## config.mk

```make
export PLATFORM = sky130hd
export DESIGN_NAME = store_write_buffer_flat
export DESIGN_NICKNAME = d
export VERILOG_FILES = /design/src/rtl/store_write_buffer_if.sv /design/src/rtl/store_write_buffer.sv /design/src/flat_wrapper.sv
export SDC_FILE = /design/constraint.sdc
export NUM_CORES = 1
export LEC_CHECK = 0
export ABC_AREA = 1
export BUFFER_PORTS_ARGS = -buffer_cell sky130_fd_sc_hd__buf_2
export CAP_MARGIN = 10
export CORE_UTILIZATION = 40
export CTS_CLUSTER_DIAMETER = 40
export CTS_CLUSTER_SIZE = 30
export DETAILED_ROUTE_END_ITERATION = 10
export PLACE_DENSITY = 0.62
export SLEW_MARGIN = 10
export SYNTH_ARGS = -nofsm -noshare
export SYNTH_HDL_FRONTEND = slang
export SYNTH_SLANG_ARGS = --single-unit
```

## constraint.sdc

```tcl
create_clock -name clk -period 2.4 [get_ports clk]
set_input_delay 0.24 -clock clk [delete_from_list [all_inputs] [get_ports clk]]
set_output_delay 0.24 -clock clk [all_outputs]
set_load 0.1 [all_outputs]
```

## src/rtl/store_write_buffer_if.sv

```systemverilog
// Store-buffer bus: request side from the core, write side toward the
// 32-word data RAM, plus occupancy status.
interface store_write_buffer_if #(
    parameter int DEPTH = 4
);
    localparam int CNT_W = $clog2(DEPTH) + 1;

    logic             req_valid;
    logic             req_ready;
    logic [1:0]       req_size;
    logic [31:0]      req_addr;
    logic [31:0]      req_data;
    logic             req_err;
    logic             mem_we;
    logic             mem_ready;
    logic [4:0]       mem_addr;
    logic [31:0]      mem_wdata;
    logic [3:0]       mem_be;
    logic [CNT_W-1:0] buf_count;
    logic             buf_empty;

    // Requester / RAM side: drives stores and RAM acceptance.
    modport master (
        output req_valid, req_size, req_addr, req_data, mem_ready,
        input  req_ready, req_err, mem_we, mem_addr, mem_wdata, mem_be,
               buf_count, buf_empty
    );

    // Buffer side.
    modport slave (
        input  req_valid, req_size, req_addr, req_data, mem_ready,
        output req_ready, req_err, mem_we, mem_addr, mem_wdata, mem_be,
               buf_count, buf_empty
    );
endinterface

```

## src/rtl/store_write_buffer.sv

```systemverilog
// Store write buffer: validates and lane-encodes byte/halfword/word stores,
// queues them in a DEPTH-entry FIFO, and drains the head toward the data RAM.
module store_write_buffer #(
    parameter int DEPTH = 4
) (
    input logic              clk,
    input logic              rst_n,
    store_write_buffer_if.slave bus
);
    localparam int PTR_W = $clog2(DEPTH);
    localparam int CNT_W = PTR_W + 1;
    localparam logic [CNT_W-1:0] FULL_CNT = CNT_W'(DEPTH);

    logic [PTR_W-1:0] wr_ptr;
    logic [PTR_W-1:0] rd_ptr;
    logic [CNT_W-1:0] count;
    logic             err_q;

    logic [4:0]  addr_q  [DEPTH];
    logic [31:0] wdata_q [DEPTH];
    logic [3:0]  be_q    [DEPTH];

    logic        ready;
    logic        empty;
    logic        handshake;
    logic        legal;
    logic        push;
    logic        pop;
    logic [31:0] enc_wdata;
    logic [3:0]  enc_be;

    // Alignment and range check; reserved size is always illegal.
    function automatic logic is_legal(input logic [1:0] size, input logic [31:0] addr);
        logic ok;
        ok = (addr[31:7] == 25'd0);
        case (size)
            2'b00:   ok = ok;
            2'b01:   if (addr[0]) ok = 1'b0;
            2'b10:   if (addr[1:0] != 2'b00) ok = 1'b0;
            default: ok = 1'b0;
        endcase
        return ok;
    endfunction

    // Replicate the right-justified store data across the byte lanes.
    function automatic logic [31:0] lane_data(input logic [1:0] size, input logic [31:0] data);
        case (size)
            2'b00:   return {4{data[7:0]}};
            2'b01:   return {2{data[15:0]}};
            default: return data;
        endcase
    endfunction

    // Byte enables for the addressed lanes.
    function automatic logic [3:0] lane_be(input logic [1:0] size, input logic [1:0] lo);
        case (size)
            2'b00:   return 4'b0001 << lo;
            2'b01:   return lo[1] ? 4'b1100 : 4'b0011;
            default: return 4'b1111;
        endcase
    endfunction

    // Handshake decode; ready looks only at occupancy, never at mem_ready.
    always_comb begin
        ready     = (count < FULL_CNT);
        empty     = (count == '0);
        handshake = bus.req_valid && ready;
        legal     = is_legal(bus.req_size, bus.req_addr);
        push      = handshake && legal;
        pop       = !empty && bus.mem_ready;
        enc_wdata = lane_data(bus.req_size, bus.req_data);
        enc_be    = lane_be(bus.req_size, bus.req_addr[1:0]);
    end

    // Outputs: head entry straight from storage, forced to zero while empty.
    always_comb begin
        bus.req_ready = ready;
        bus.req_err   = err_q;
        bus.buf_count = count;
        bus.buf_empty = empty;
        bus.mem_we    = !empty;
        bus.mem_addr  = empty ? 5'd0  : addr_q[rd_ptr];
        bus.mem_wdata = empty ? 32'd0 : wdata_q[rd_ptr];
        bus.mem_be    = empty ? 4'd0  : be_q[rd_ptr];
    end

    // Entry storage, written with the encoded store at enqueue.
    always_ff @(posedge clk) begin
        if (push) begin
            addr_q[wr_ptr]  <= bus.req_addr[6:2];
            wdata_q[wr_ptr] <= enc_wdata;
            be_q[wr_ptr]    <= enc_be;
        end
    end

    // Pointers, occupancy and the one-cycle reject pulse.
    always_ff @(posedge clk or negedge rst_n) begin
        if (!rst_n) begin
            wr_ptr <= '0;
            rd_ptr <= '0;
            count  <= '0;
            err_q  <= 1'b0;
        end else begin
            if (push) wr_ptr <= wr_ptr + PTR_W'(1);
            if (pop)  rd_ptr <= rd_ptr + PTR_W'(1);
            case ({push, pop})
                2'b10:   count <= count + CNT_W'(1);
                2'b01:   count <= count - CNT_W'(1);
                default: count <= count;
            endcase
            err_q <= handshake && !legal;
        end
    end
endmodule

```

## src/flat_wrapper.sv

```systemverilog
// flat-port wrapper written by rule: the top's interface ports become plain ports
module store_write_buffer_flat 
#(
    parameter int DEPTH = 4
)
  (clk, rst_n, bus_req_valid, bus_req_size, bus_req_addr, bus_req_data, bus_mem_ready, bus_req_ready, bus_req_err, bus_mem_we, bus_mem_addr, bus_mem_wdata, bus_mem_be, bus_buf_count, bus_buf_empty);
  store_write_buffer_if #(.DEPTH(DEPTH)) bus_i ();
  input logic clk;
  input logic rst_n;
  input wire logic [$bits(bus_i.req_valid)-1:0] bus_req_valid;
  input wire logic [$bits(bus_i.req_size)-1:0] bus_req_size;
  input wire logic [$bits(bus_i.req_addr)-1:0] bus_req_addr;
  input wire logic [$bits(bus_i.req_data)-1:0] bus_req_data;
  input wire logic [$bits(bus_i.mem_ready)-1:0] bus_mem_ready;
  output wire logic [$bits(bus_i.req_ready)-1:0] bus_req_ready;
  output wire logic [$bits(bus_i.req_err)-1:0] bus_req_err;
  output wire logic [$bits(bus_i.mem_we)-1:0] bus_mem_we;
  output wire logic [$bits(bus_i.mem_addr)-1:0] bus_mem_addr;
  output wire logic [$bits(bus_i.mem_wdata)-1:0] bus_mem_wdata;
  output wire logic [$bits(bus_i.mem_be)-1:0] bus_mem_be;
  output wire logic [$bits(bus_i.buf_count)-1:0] bus_buf_count;
  output wire logic [$bits(bus_i.buf_empty)-1:0] bus_buf_empty;
  assign bus_i.req_valid = bus_req_valid;
  assign bus_i.req_size = bus_req_size;
  assign bus_i.req_addr = bus_req_addr;
  assign bus_i.req_data = bus_req_data;
  assign bus_i.mem_ready = bus_mem_ready;
  assign bus_req_ready = bus_i.req_ready;
  assign bus_req_err = bus_i.req_err;
  assign bus_mem_we = bus_i.mem_we;
  assign bus_mem_addr = bus_i.mem_addr;
  assign bus_mem_wdata = bus_i.mem_wdata;
  assign bus_mem_be = bus_i.mem_be;
  assign bus_buf_count = bus_i.buf_count;
  assign bus_buf_empty = bus_i.buf_empty;
  store_write_buffer #(.DEPTH(DEPTH)) u_core (.clk(clk), .rst_n(rst_n), .bus(bus_i));
endmodule
```

==> results of run 1 <==
per-stage QoR:
| step | TNS [ps] | hold WS [ps] | std cells | area (um^2) | utilization |
|---|---|---|---|---|---|
| after floorplan | -13710 | -55.6 | 644 | 7570 | - |
| after global placement | 0 | 92.7 | 976 | 9140 | 0.509 |
| after detailed placement | 0 | 98.4 | 976 | 9140 | 0.509 |
| after CTS | 0 | 16.2 | 1007 | 9690 | 0.539 |
| after global routing | -10.1 | 20.5 | 1007 | 9690 | 0.539 |
| final | 0 | 26.1 | 1007 | 9690 | 0.539 |
path summary, 6_finish.rpt:
| kind | to | slack, ps | cells past startpoint |
|---|---|---|---|
| worst min register to register | u_core.bus.buf_count[0]$_DFFE_PN0P_ | 530 | 1 |
| worst max register to register | u_core.bus.buf_count[2]$_DFFE_PN0P_ | 530 | 10 |
| min in group asynchronous | u_core.bus.buf_count[0]$_DFFE_PN0P_ | 200 | 2 |
| max in group asynchronous | u_core.bus.buf_count[2]$_DFFE_PN0P_ | 2000 | 2 |
| worst max-delay path | bus_mem_wdata[17] | 70 | 5 |
| worst min-delay path | u_core.addr_q[1][1]$_DFFE_PP_ | 30 | 1 |
cells in the final DEF (no fill, tap or decap), types with 5 or more instances in the layout:
cell	instances
nor2_4	5
inv_1	24
o211ai_1	7
nor2_1	179
clkbuf_16	17
buf_4	13
buf_2	76
buf_12	49
edfxtp_1	164
a21oi_2	31
nand2_1	53
o21ai_0	68
a21oi_4	8
o21ai_1	28
routing by layer:
layer  vias to the layer above  GRT usage
li1                       2469          -
met2                       128      0.353
met3                        18     0.0379
met5                         -          0
met1                      2495      0.238
met4                         0     0.0702
final cells by class:
cell class              count  area [um^2]
clock buffers              21          440
inverters                  29          113
multi-input cells         408         2150
repair buffers            139         1470
flip-flops and latches    172         5130
fillers                  1505         8280
clock inverters             9         98.8
well taps                 229          287
flip-flops by register name (all words and copies together) (netlist names):
register	count
u_core.wdata_q	128
u_core.be_q	16
u_core.bus.req_err	1
u_core.rd_ptr	2
u_core.bus.buf_count	3
u_core.wr_ptr	2
u_core.addr_q	20
repair_timing:
action,in CTS,in global routing
endpoints found under the setup margin,0,2
hold endpoints to repair,8,0
hold buffers,1,0
Yosys cell counts:
library cell / instances
nand3_4: 1
nand2_1: 54
nor3_1: 1
nor2_1: 179
o21ai_1: 26
buf_6: 2
nand2_2: 2
buf_4: 7
buf_1: 1
nand3_1: 2
nor2_4: 1
o21ai_2: 2
buf_2: 8
edfxtp_1: 164
xor2_1: 3
clkbuf_1: 17
a21oi_1: 43
nor2_8: 1
o211ai_1: 7
fa_1: 1
inv_2: 2
ha_1: 5
dfrtp_1: 8
and2_2: 1
nor2_2: 4
o21ai_0: 70
nand4_1: 3
xnor2_1: 1
inv_1: 27
nor3_4: 1
kinds of logic after synthesis:
logic type	Yosys count	synth area share
simple gates	250	0.139
flops	172	0.700
compound gates	148	0.105
buf+inv	64	0.0398
fa+ha+maj	6	0.0113
xor+xnor	4	0.00479
critical path: stages, from the launching register on:
cell,delay (ps)
dfrtp_2,440
inv_2,320
buf_4,290
o21ai_0,130
a21oi_2,270
buf_12,210
==> impl_metrics.py, run 1 <==
metrics = {
    "cells_and_area": {
        "layout-drive-gt1-share": 0.292,
        "nets": 843,
        "antenna_cells": 0,
        "areaGrowthSynthToFinish_pct": 32.3,
    },
    "synthesis": {
        "ys_ff_latch": 172,
        "syn-cell-area_um2": 7320,
        "yosysTopAreaCellShare": 0.673,
        "synth_top_area_cell": "edfxtp_1",
        "synth_cells": 644,
        "synth_fp_nets": 720,
        "ys_seq_area_frac": 0.700,
        "synth_area_leaders": "edfxtp_1 (67%), nor2_1 (9.2%), o21ai_0 (4.8%), a21oi_1 (2.9%), nand2_1 (2.8%)",
        "syn-mean-instance-area_um2": 11.4,
        "ys_warn_count": 0,
        "ys_types": 30,
    },
    "timing": {
        "hold_viol": 0,
        "slew_headroom": 0.667,
        "period_share": 0.973,
        "setup_violations": 0,
        "skew_ps": 4.68,
        "worstMarginPinSlew_ps": 494,
        "rsz0062_at_grt": "true",
        "fin_crit_ps": 2330,
        "fin_ws_ps": 65.8,
        "final_max_slew_viol_count": 0,
        "fmax_mhz": 428,
    },
    "drt": {
        "wl_mm": 17.4,
        "via_per_inst": 5.07,
        "post-route-drc-count": 0,
        "wl_per_cell_um": 17.3,
        "wl_met1_mm": 7.25,
        "wl_met3_um": 746,
        "top_layer": "met4",
        "drt_iter0_drc": 379,
        "route.met2.wl_mm": 9.17,
        "num_vias": 5110,
        "ant_nets": 0,
        "dr.pass1.iters": 5,
    },
    "placed_design": {
        "place.gp.congestion": 0.807,
        "pre_cts_slack_ps": 325,
        "dpl.hpwl_mm": 11.4,
        "io_buffers": 117,
    },
    "setup_path": {
        "worst_ep_arrival_time_ps": 2090,
        "path_class": "reg2out",
        "end_kind": "primary output",
        "critPathLaunchType": "register",
        "reg2reg_from": "u_core.bus.buf_count[2]$_DFFE_PN0P_",
        "setup.worst_path.start": "u_core.rd_ptr[0]$_DFFE_PN0P_",
        "path_max_fanout": 21,
        "cp.required_ps": 2160,
    },
    "grt": {
        "antenna_found_initial": 0,
        "grt_max_degree": 57,
        "grt_pass1_wl_mm": 27.0,
        "overflow": 0,
        "grt_pass1_vias": 5053,
        "grt_use_total": 0.198,
    },
    "clock_network": {
        "cts_tree": "built",
        "htreeDepth": 4,
        "cts_resized": 0,
        "ctsLongestPathBuffers": 2,
        "clockRootBuffer": "clkbuf_16",
        "cts_sinks": 172,
        "clk_pin_slew_ps": 60,
        "post_cts_buffers": 0,
        "cts_buffers": 17,
        "clk_latency_ps": 430,
    },
    "floorplanning": {
        "dieArea_um2": 18800,
        "io-pin-count": 118,
        "core_um2": 18000,
        "die_h_um": 137,
        "die_w_um": 137,
        "row_count": 49,
        "start_util": 0.407,
    },
    "status": {
        "run_status": "complete, no violations",
    },
    "flow_run": {
        "drv_cap": 0,
    },
    "min_path": {
        "worstHoldPathType": "in2reg",
        "hold_start": "bus_req_addr[3]",
    },
}
Power of run 1 is not shown: default switching activity piles up to over one toggle a cycle in this logic, so the estimate is an artifact.
==> run 2: changes to the inputs <==
- CORE_ASPECT_RATIO: not set -> 1.4
==> run 2 against run 1 <==
Worst hold slack improved by 12 ps. Fmax increased by 2.2%. Global-route usage fell by 0.48 points. Sequential share of layout area is essentially flat. Critical endpoint is now bus_buf_empty. Largest cell class unchanged.
==> impl_metrics.py, run 2 (same netlist as run 1, synthesis figures left out) <==
metrics = {
    "setup_path": {
        "end_kind": "primary output",
        "path_class": "reg2out",
        "worst_ep_arrival_time_ps": 2040,
        "path_max_fanout": 43,
        "critPathLaunchType": "register",
        "cp.required_ps": 2160,
    },
    "clock_network": {
        "clockRootBuffer": "clkbuf_16",
        "cts_buffers": 17,
        "ctsLongestPathBuffers": 2,
        "clk_pin_slew_ps": 70,
        "htreeDepth": 4,
        "clk_latency_ps": 410,
        "cts_sinks": 172,
        "cts_tree": "built",
        "post_cts_buffers": 0,
    },
    "floorplanning": {
        "io-pin-count": 118,
        "die_w_um": 116,
        "dieArea_um2": 18800,
        "start_util": 0.408,
        "row_count": 58,
        "core_um2": 17900,
        "die_h_um": 162,
    },
    "drt": {
        "post-route-drc-count": 0,
        "wl_mm": 17.2,
        "ant_nets": 0,
        "dr.pass1.iters": 5,
        "num_vias": 5221,
        "wl_per_cell_um": 17.0,
        "drt_iter0_drc": 394,
        "via_per_inst": 5.13,
    },
    "grt": {
        "overflow": 0,
        "grt_pass1_vias": 5218,
        "grt_use_total": 0.193,
        "grt_pass1_wl_mm": 26.8,
        "grt_max_degree": 44,
        "antenna_found_initial": 0,
    },
    "cells_and_area": {
        "largest_registers": "u_core.wdata_q: 128 flops, u_core.addr_q: 20 flops, u_core.be_q: 16 flops",
        "layout-drive-gt1-share": 0.297,
        "nets": 840,
        "final_cell_area_um2": 9690,
        "top_register": "u_core.wdata_q",
        "largest_reg_flops": 128,
        "final_common_cell": "nor2_1",
        "fillCellCount": 1487,
        "areaGrowthSynthToFinish_pct": 32.4,
        "final_cell_mix": "nor2_1 (179), edfxtp_1 (164), buf_2 (76)",
        "fin_util": 0.540,
        "antenna_cells": 0,
    },
    "flow_run": {
        "drv_cap": 0,
    },
    "timing": {
        "tns_ps": 0,
        "slew_headroom": 0.547,
        "final_max_slew_viol_count": 0,
        "setup_violations": 0,
        "fin_crit_ps": 2280,
        "hold_viol": 0,
        "fmax_mhz": 438,
        "rsz0062_at_grt": "false",
        "worstMarginPinSlew_ps": 672,
        "period_share": 0.952,
        "skew_ps": 11.1,
        "hold-worst-slack_ps": 38.3,
    },
    "min_path": {
        "worstHoldPathType": "in2reg",
    },
    "placed_design": {
        "place.gp.congestion": 0.824,
        "dpl.hpwl_mm": 11.1,
        "dpl_cell_area_um2": 9090,
        "io_buffers": 117,
    },
    "status": {
        "run_status": "complete, no violations",
    },
}
==> run 2: cell count changes in the layout (fill, tap and decap cells not counted), sizes merged <==
cell      previous run  this run
buf                138       135
bufinv               2         0
clkbuf              21        17
clkinv               5         4
clkinvlp             3         4
inv                 28        36
==> run 2: layout make-up <==
class | instances | area, um^2 | area share
sequential | 172 | 5130 | 0.530
multi-input combinational | 408 | 2150 | 0.222
timing repair buffer | 136 | 1420 | 0.147
clock buffer | 17 | 425 | 0.0439
tap | 240 | 300 | 0.0310
clock inverter | 15 | 150 | 0.0155
inverter | 29 | 113 | 0.0116
==> run 2: worst max-delay path, stage by stage, from the launching register on <==
cell     delay [ps]
dfrtp_4         510
nor3_4          230
buf_12          370
buf_2           510
==> run 2: final timing paths <==
path,startpoint,end,slack [ps],depth (start not counted)
worst max-delay path,u_core.bus.buf_count[2]$_DFFE_PN0P_,bus_buf_empty,120,3
worst min-delay path,bus_req_addr[2],u_core.addr_q[3][0]$_DFFE_PP_,40,1
worst max register to register,u_core.bus.buf_count[2]$_DFFE_PN0P_,u_core.bus.buf_count[2]$_DFFE_PN0P_,520,10
worst min register to register,u_core.bus.buf_count[0]$_DFFE_PN0P_,u_core.bus.buf_count[0]$_DFFE_PN0P_,530,1
max in group asynchronous,rst_n,u_core.bus.buf_count[2]$_DFFE_PN0P_,1990,2
min in group asynchronous,rst_n,u_core.bus.buf_count[2]$_DFFE_PN0P_,210,2
==> run 2: routing by layer <==
metal	part of all wire	vias up	wire, um	GRT usage
met2	0.54	192	9360	0.341
li1	-	2466	-	-
met1	0.39	2542	6770	0.232
met4	0.018	0	312	0.0758
met5	0	-	0	0
met3	0.047	21	808	0.0302
==> run 2: through the flow <==
step           setup slack [ps]  cells
6_report                    116   1017
4_1_cts                    47.3   1017
5_1_grt                    31.0   1017
3_3_place_gp                399    984
3_5_place_dp                298    984
2_1_floorplan              -179    644
==> run 2: timing repair <==
| action | CTS | global route |
|---|---|---|
| hold endpoints to repair | 8 | 0 |
| setup endpoints to repair | 0 | 4 |
| hold buffers | 1 | 0 |
| gates resized for setup | 0 | 3 |
Power of run 2 is left out for the same reason.
